`src/rtl/serial_alu_sequencer.sv`:
```
// serial_alu_sequencer
//   Drives an external combinational one-bit ALU slice bit-serially, LSB
//   first, to produce a WIDTH-bit AND/OR/XOR/ADD result. Operands, function
//   code and initial carry are captured on a start strobe in IDLE; the slice's
//   carry-out is looped back through c_q as the next bit's carry-in, and the
//   result bits are collected in a right-shifting register.
//
// Ports
//   clk_i, rst_n_i            clock (rising edge), async active-low reset
//   start_i                   start request, honoured only in IDLE
//   a_i, b_i, f_i, carry_in_i operands, function code, initial carry
//   alu_a_o, alu_b_o,
//   alu_carry_o, alu_f_o      bit pair, carry and function to the slice
//   alu_result_i, alu_carry_i result and carry-out from the slice
//   ready_o / busy_o / done_o IDLE / RUN / one-cycle DONE indication
//   result_o, carry_o, zero_o last completed result, ADD carry, result==0
module serial_alu_sequencer #(
  parameter int WIDTH = 8
) (
  input  logic             clk_i,
  input  logic             rst_n_i,
  input  logic             start_i,
  input  logic [WIDTH-1:0] a_i,
  input  logic [WIDTH-1:0] b_i,
  input  logic [3:0]       f_i,
  input  logic             carry_in_i,
  output logic             alu_a_o,
  output logic             alu_b_o,
  output logic             alu_carry_o,
  output logic [3:0]       alu_f_o,
  input  logic             alu_result_i,
  input  logic             alu_carry_i,
  output logic             ready_o,
  output logic             busy_o,
  output logic             done_o,
  output logic [WIDTH-1:0] result_o,
  output logic             carry_o,
  output logic             zero_o
);

  localparam int CNT_W = $clog2(WIDTH);
  localparam logic [CNT_W-1:0] LAST_BIT = CNT_W'(WIDTH - 1);

  typedef enum logic [1:0] {
    IDLE = 2'd0,
    RUN  = 2'd1,
    DONE = 2'd2
  } state_e;

  state_e           state_q, state_d;
  logic [WIDTH-1:0] a_sr_q, a_sr_d;
  logic [WIDTH-1:0] b_sr_q, b_sr_d;
  logic [3:0]       f_q, f_d;
  logic             c_q, c_d;
  logic [CNT_W-1:0] cnt_q, cnt_d;
  logic [WIDTH-1:0] res_sr_q, res_sr_d;
  logic [WIDTH-1:0] result_q, result_d;
  logic             carry_q, carry_d;
  logic             zero_q, zero_d;
  logic [WIDTH-1:0] res_next;

  // Result register after this edge's slice bit is shifted in at the MSB;
  // after WIDTH shifts bit 0 of the operation has reached position 0.
  assign res_next = {alu_result_i, res_sr_q[WIDTH-1:1]};

  always_comb begin
    state_d  = state_q;
    a_sr_d   = a_sr_q;
    b_sr_d   = b_sr_q;
    f_d      = f_q;
    c_d      = c_q;
    cnt_d    = cnt_q;
    res_sr_d = res_sr_q;
    result_d = result_q;
    carry_d  = carry_q;
    zero_d   = zero_q;

    unique case (state_q)
      IDLE: begin
        if (start_i) begin
          a_sr_d   = a_i;
          b_sr_d   = b_i;
          f_d      = f_i;
          c_d      = carry_in_i;
          cnt_d    = '0;
          res_sr_d = '0;
          state_d  = RUN;
        end
      end
      RUN: begin
        res_sr_d = res_next;
        c_d      = alu_carry_i;
        a_sr_d   = a_sr_q >> 1;
        b_sr_d   = b_sr_q >> 1;
        if (cnt_q == LAST_BIT) begin
          // Counter parks on the last bit instead of wrapping; it is
          // cleared again on the next accepted start.
          state_d  = DONE;
          result_d = res_next;
          carry_d  = alu_carry_i & (f_q[1:0] == 2'b11);
          zero_d   = (res_next == '0);
        end else begin
          cnt_d = cnt_q + CNT_W'(1);
        end
      end
      DONE: begin
        state_d = IDLE;
      end
      default: begin
        state_d = IDLE;
      end
    endcase
  end

  always_ff @(posedge clk_i or negedge rst_n_i) begin
    if (!rst_n_i) begin
      state_q  <= IDLE;
      a_sr_q   <= '0;
      b_sr_q   <= '0;
      f_q      <= '0;
      c_q      <= 1'b0;
      cnt_q    <= '0;
      res_sr_q <= '0;
      result_q <= '0;
      carry_q  <= 1'b0;
      zero_q   <= 1'b1;
    end else begin
      state_q  <= state_d;
      a_sr_q   <= a_sr_d;
      b_sr_q   <= b_sr_d;
      f_q      <= f_d;
      c_q      <= c_d;
      cnt_q    <= cnt_d;
      res_sr_q <= res_sr_d;
      result_q <= result_d;
      carry_q  <= carry_d;
      zero_q   <= zero_d;
    end
  end

  // Slice drive comes straight from registers so the slice path is a
  // single flop-to-flop cycle.
  assign alu_a_o     = a_sr_q[0];
  assign alu_b_o     = b_sr_q[0];
  assign alu_carry_o = c_q;
  assign alu_f_o     = f_q;

  assign ready_o  = (state_q == IDLE);
  assign busy_o   = (state_q == RUN);
  assign done_o   = (state_q == DONE);
  assign result_o = result_q;
  assign carry_o  = carry_q;
  assign zero_o   = zero_q;

endmodule
```
`config.mk`:
```
export PLATFORM = sky130hd
export DESIGN_NAME = serial_alu_sequencer
export DESIGN_NICKNAME = d
export VERILOG_FILES = /design/src/rtl/serial_alu_sequencer.sv
export SDC_FILE = /design/constraint.sdc
export NUM_CORES = 1
export LEC_CHECK = 0
export CELL_PAD_IN_SITES_DETAIL_PLACEMENT = 0
export CELL_PAD_IN_SITES_GLOBAL_PLACEMENT = 1
export CORE_ASPECT_RATIO = 2
export CORE_MARGIN = 2
export CORE_UTILIZATION = 41
export CTS_BUF_LIST = sky130_fd_sc_hd__clkbuf_16
export DETAILED_ROUTE_END_ITERATION = 6
export GPL_TIMING_DRIVEN = 0
export PLACE_DENSITY = 0.81
export SLEW_MARGIN = 15
export SYNTH_ARGS = -nofsm -noshare
export SYNTH_HDL_FRONTEND = slang
export SYNTH_SLANG_ARGS = --single-unit
```
`constraint.sdc`:
```
create_clock -name clk_i -period 2.3 [get_ports clk_i]
set_input_delay 0.23 -clock clk_i [delete_from_list [all_inputs] [get_ports clk_i]]
set_output_delay 0.23 -clock clk_i [all_outputs]
set_load 0.005 [all_outputs]
```
After elaboration in Yosys (flattened, before gate mapping)
Cells that the tools add are included.

Register bits after elaboration: 44. Logic and storage cells: 41.

Add/sub/neg operators: 1. Eq/ne operators: 7. Muxes and demuxes: 14. Bitwise operators: 1. Reduce and logical (&&, ||, !) cells: 8.

Operator list (count): 8-bit one-hot mux with 2 select lines (3); 8-bit two-way mux (3); 8-bit zero test (1); 2-bit AND reduction (4); 3-bit two-way mux (2); 3-bit one-hot mux with 2 select lines (1); 2-bit == test (second input constant) (2); 2-bit two-way mux (2); 2-bit inequality test (second input constant) (2); 2-bit one-hot mux with 2 select lines (1); 3-bit by 1-bit adder with 3-bit output (second input constant) (1); 3-bit == test (second input constant) (1); 3-bit AND reduction (1); 2-bit by 1-bit == test with 1-bit output (second input constant) (1); 2-bit zero test (1); 2-bit by 1-bit inequality test with 1-bit output (second input constant) (1); 1-bit one-hot mux with 2 select lines (1); 2-bit nonzero test (1); 1-bit bitwise AND (1); 1-bit two-way mux (1).

Depth between registers and ports, before layout
Depth in word-level cells: 3. Mapped depth: 6. Gate-level depth less buffers: 5.

Worst setup path after synthesis
No wires, ideal clock.

Path kind: reg2reg. Start: register cnt_q[0]. End: register cnt_q[0]. Library setup time: 125 ps. Arrival time: 1366 ps. Required time: 2175 ps. Path slack: 809 ps. Cell stages (with the launch flop): 6. Buffers on the path: 0. Path through: dfrtp_1 ha_1 ha_1 nor3b_4 nor2_2 mux2_4.

Longest elaborated chain between the ends: 3. Elaborated cells on any way between the ends: 6. Those cells by class: 1 x add/sub; 2 x eq/ne; 2 x mux; 1 x reduce/logical.

RTL lines: from (decl) (RTL line 55) `logic [CNT_W-1:0] cnt_q, cnt_d;`; from (signal assigned) (RTL line 133) `cnt_q <= cnt_d;`; 3-bit by 1-bit adder with 3-bit output or 3-bit == test (tied branches) (RTL line 103, 95); 3-bit two-way mux or 2-bit inequality test (tied branches); 3-bit one-hot mux with 2 select lines or 3-bit AND reduction (tied branches).

Several ways; a longest one is shown, not always the timed one. The select of a mux whose other input is x is not followed. A chain may end at the register's enable or synchronous reset.

Worst setup path in the final report
Start: register state_q[1]. End: output busy_o.

Longest elaborated chain between the ends: 1.

RTL lines: from (decl) (RTL line 50) `state_e state_q, state_d;`; from (signal assigned) (RTL line 128) `state_q <= state_d;`; 2-bit by 1-bit == test with 1-bit output (RTL line 149) `assign busy_o = (state_q == RUN);`; to (decl) (RTL line 34) `output logic busy_o,`.

Every way passes these cells.

==> results.py <==
metrics = {
    "outcome": {
        "outcome": "completed",
    },
    "timing": {
        "finalCriticalPeriod_ps": 2030,
        "rsz0062_at_grt": "false",
        "final_max_slew_viol_count": 0,
        "skew_ps": 3.97,
        "clock.fmax_mhz": 493,
        "finalSetupViolCount": 0,
        "post-route-period-util": 0.882,
        "slew_headroom": 0.700,
        "final_hold_viol_count": 0,
        "tightest_slew_ps": 450,
    },
    "drt": {
        "drt-pass1-iter-count": 4,
        "drcViolationCount": 0,
        "vias": 1505,
        "routed_wl_mm": 4.22,
        "ant_nets": 0,
        "via_per_inst": 5.24,
        "drt_iter0_markers": 22,
        "wl_per_cell_um": 14.7,
    },
    "yosys": {
        "yosys_warnings": 0,
        "synthDistinctLibCells": 27,
        "synth_fp_nets": 205,
        "ys_ff_latch": 43,
        "syn_area_mm2": 0.00198,
        "ys_seq_area_frac": 0.545,
        "postSynthAreaPerCell_um2": 11.2,
        "syn_inst": 177,
    },
    "min_path": {
        "hp-class": "input port to asynchronous set/reset pin",
    },
    "power": {
        "power_density_mw_per_mm2": 1250,
        "leakage_nw": 1.17,
        "ir_worst_vdd_v": 0.000783,
    },
    "global_routing": {
        "grt_util_all_layers": 0.178,
        "grt_start_max_net_pins": 35,
        "grt_pass1_wl_mm": 7.04,
        "overflow": 0,
        "grt_antenna_before_repair": 0,
        "grt_pass1_vias": 1488,
    },
    "placed_design": {
        "hpwl_mm": 3.12,
        "io_buffers": 45,
        "gp_congestion": 0.716,
        "dp.cells": 278,
    },
    "setup_path": {
        "crit_chain": "nand2b_1, buf_4, inv_2, buf_6, clkdlybuf4s50_1",
        "worstPathRequired_ps": 2070,
        "crit_path_max_fanout": 10,
        "crit_path_max_incr_delay_ps": 500,
        "crit_path_start_kind": "flop",
        "r2r-start": "cnt_q[0]",
        "r2r_end": "cnt_q[0]",
        "critPathSlowestCell": "clkdlybuf4s50_1",
        "critPathKind": "flop to output port",
        "r2r.worst_path.cells": 5,
        "cp-end-kind": "output port",
        "crit_start": "state_q[1]",
        "ff2ff_setup_slack_ps": 710,
        "crit_arrival_ps": 1800,
    },
    "finish": {
        "fin_util": 0.573,
        "n_antenna_cell": 0,
        "layout_commonest_cell": "clkdlybuf4s50_1",
        "drive_gt1_frac": 0.159,
        "nNetsFinal": 259,
        "syn2layout_area_growth_pct": 34.5,
        "final_cell_mix": "clkdlybuf4s50_1 (44), dfrtp_1 (42), o21ai_0 (24)",
        "layoutNonFillerInstCount": 287,
    },
    "clock_tree": {
        "cts-root-buf": "clkbuf_16",
        "numCtsBuffers": 5,
        "cts.htree.levels": 2,
        "path_clk_slew_ps": 60,
        "clk_path_buf_depth": 2,
        "postCtsResizedCells": 0,
        "insertion_delay_ps": 280,
        "cts_tree": "yes",
        "cts_sinks": 43,
    },
    "job": {
        "maxCapViolations": 0,
    },
    "floorplanning": {
        "core_mm2": 0.00464,
        "die-area_mm2": 0.00542,
        "die_w_um": 53.1,
        "io_pins": 46,
        "start_util": 0.426,
        "die_y_um": 102,
        "rows": 35,
    },
}
## Yosys cell counts, drive strengths merged
library cell  instances  area [um2]
nand2b                1        6.26
buf                   9        80.1
nand3                 1        5.00
a22o                  2        17.5
nand2                21        78.8
a22oi                15         113
and2b                 4        30.0
nor2b                13        88.8
clkbuf                2        7.51
ha                    2        25.0
dfstp                 1        26.3
mux2                 13         150
nand3b                1        20.0
nor4                  2        12.5
nor2                  2        10.0
inv                   3        11.3
o21ai                26         130
a21oi                15        75.1
dfrtp                42        1050
nor3b                 2        37.5
## area by class of cell
class / instances / area (um2)
fill: 454 / 1980
sequential: 43 / 1080
multi-input combinational: 120 / 800
timing repair buffer: 47 / 475
clock buffer: 5 / 125
buffer: 11 / 87.6
tap: 55 / 68.8
clock inverter: 3 / 12.5
inverter: 3 / 11.3
## critical path, delay by kind of cell (launching register included)
| kind | cells | cell delay [ps] |
|---|---|---|
| buffers and inverters | 4 | 930 |
| DFF | 1 | 430 |
| and+or+nand+nor | 1 | 160 |
## how the worst max path moves through the flow
stage,endpoint,slack (ps),depth (start not counted)
after floorplan,cnt_q[0],810,5
after global placement,result_o[7],-170,1
after detailed placement,cnt_q[0],440,4
after CTS,busy_o,250,5
after global routing,done_o,170,4
final,busy_o,270,5
## metal layers
metal / wire length, um / part of all wire / vias to the layer above / global-route usage
met1: 1610 / 0.38 / 732 / 0.191
met2: 2380 / 0.56 / 35 / 0.331
met3: 172 / 0.041 / 4 / 0.0439
li1: - / - / 734 / -
met4: 53 / 0.013 / 0 / 0.0533
met5: 0 / 0 / - / 0
## metrics by stage
| step | hold WS [ps] | setup TNS [ps] | area (um2) | setup WS, ps | power, mW |
|---|---|---|---|---|---|
| 2_1_floorplan | -65.6 | 0 | 1980 | 809 | 2.09 |
| 5_1_grt | 391 | 0 | 2660 | 173 | 3.57 |
| 3_3_place_gp | 464 | -7070 | 2490 | -171 | 2.65 |
| 4_1_cts | 347 | 0 | 2660 | 254 | 3.37 |
| 6_report | 342 | 0 | 2660 | 272 | 3.31 |
| 3_5_place_dp | 112 | 0 | 2510 | 438 | 2.68 |
## cell families (layout without fill, tap and decap cells)
kind of cell             Yosys count  count (layout)  share of synthesized area
multiplexers                      13              13                     0.0760
adder cells (fa/ha/maj)            2               2                     0.0127
flip-flops                        43              43                      0.545
buffers and inverters             14              69                     0.0500
AO/OA/AOI/OAI                     58              58                      0.170
AND/OR/NAND/NOR                   47              47                      0.146
## power by group
group	leakage, nW	total [mW]	switching, mW	internal [mW]
clock network	0.0724	0.667	0.275	0.392
registers	0.544	1.33	0.236	1.10
logic	0.549	1.31	0.544	0.768
total	1.17	3.31	1.06	2.26
## repair_timing
item                                    CTS  global route
endpoints found under the hold margin     9             0
endpoints found under the setup margin    0             0
hold buffers                              1             0
buffers inserted                          0             0
## flip-flops by register name, summed over array words and instances, names as in the netlist
signal,cells
zero_o,1
a_sr_q,8
b_sr_q,8
state_q,2
result_o,8
res_sr_q,7
alu_f_o,4
alu_carry_o,1
cnt_q,3
carry_o,1
No activity file was read; power rests on OpenSTA's default activity.
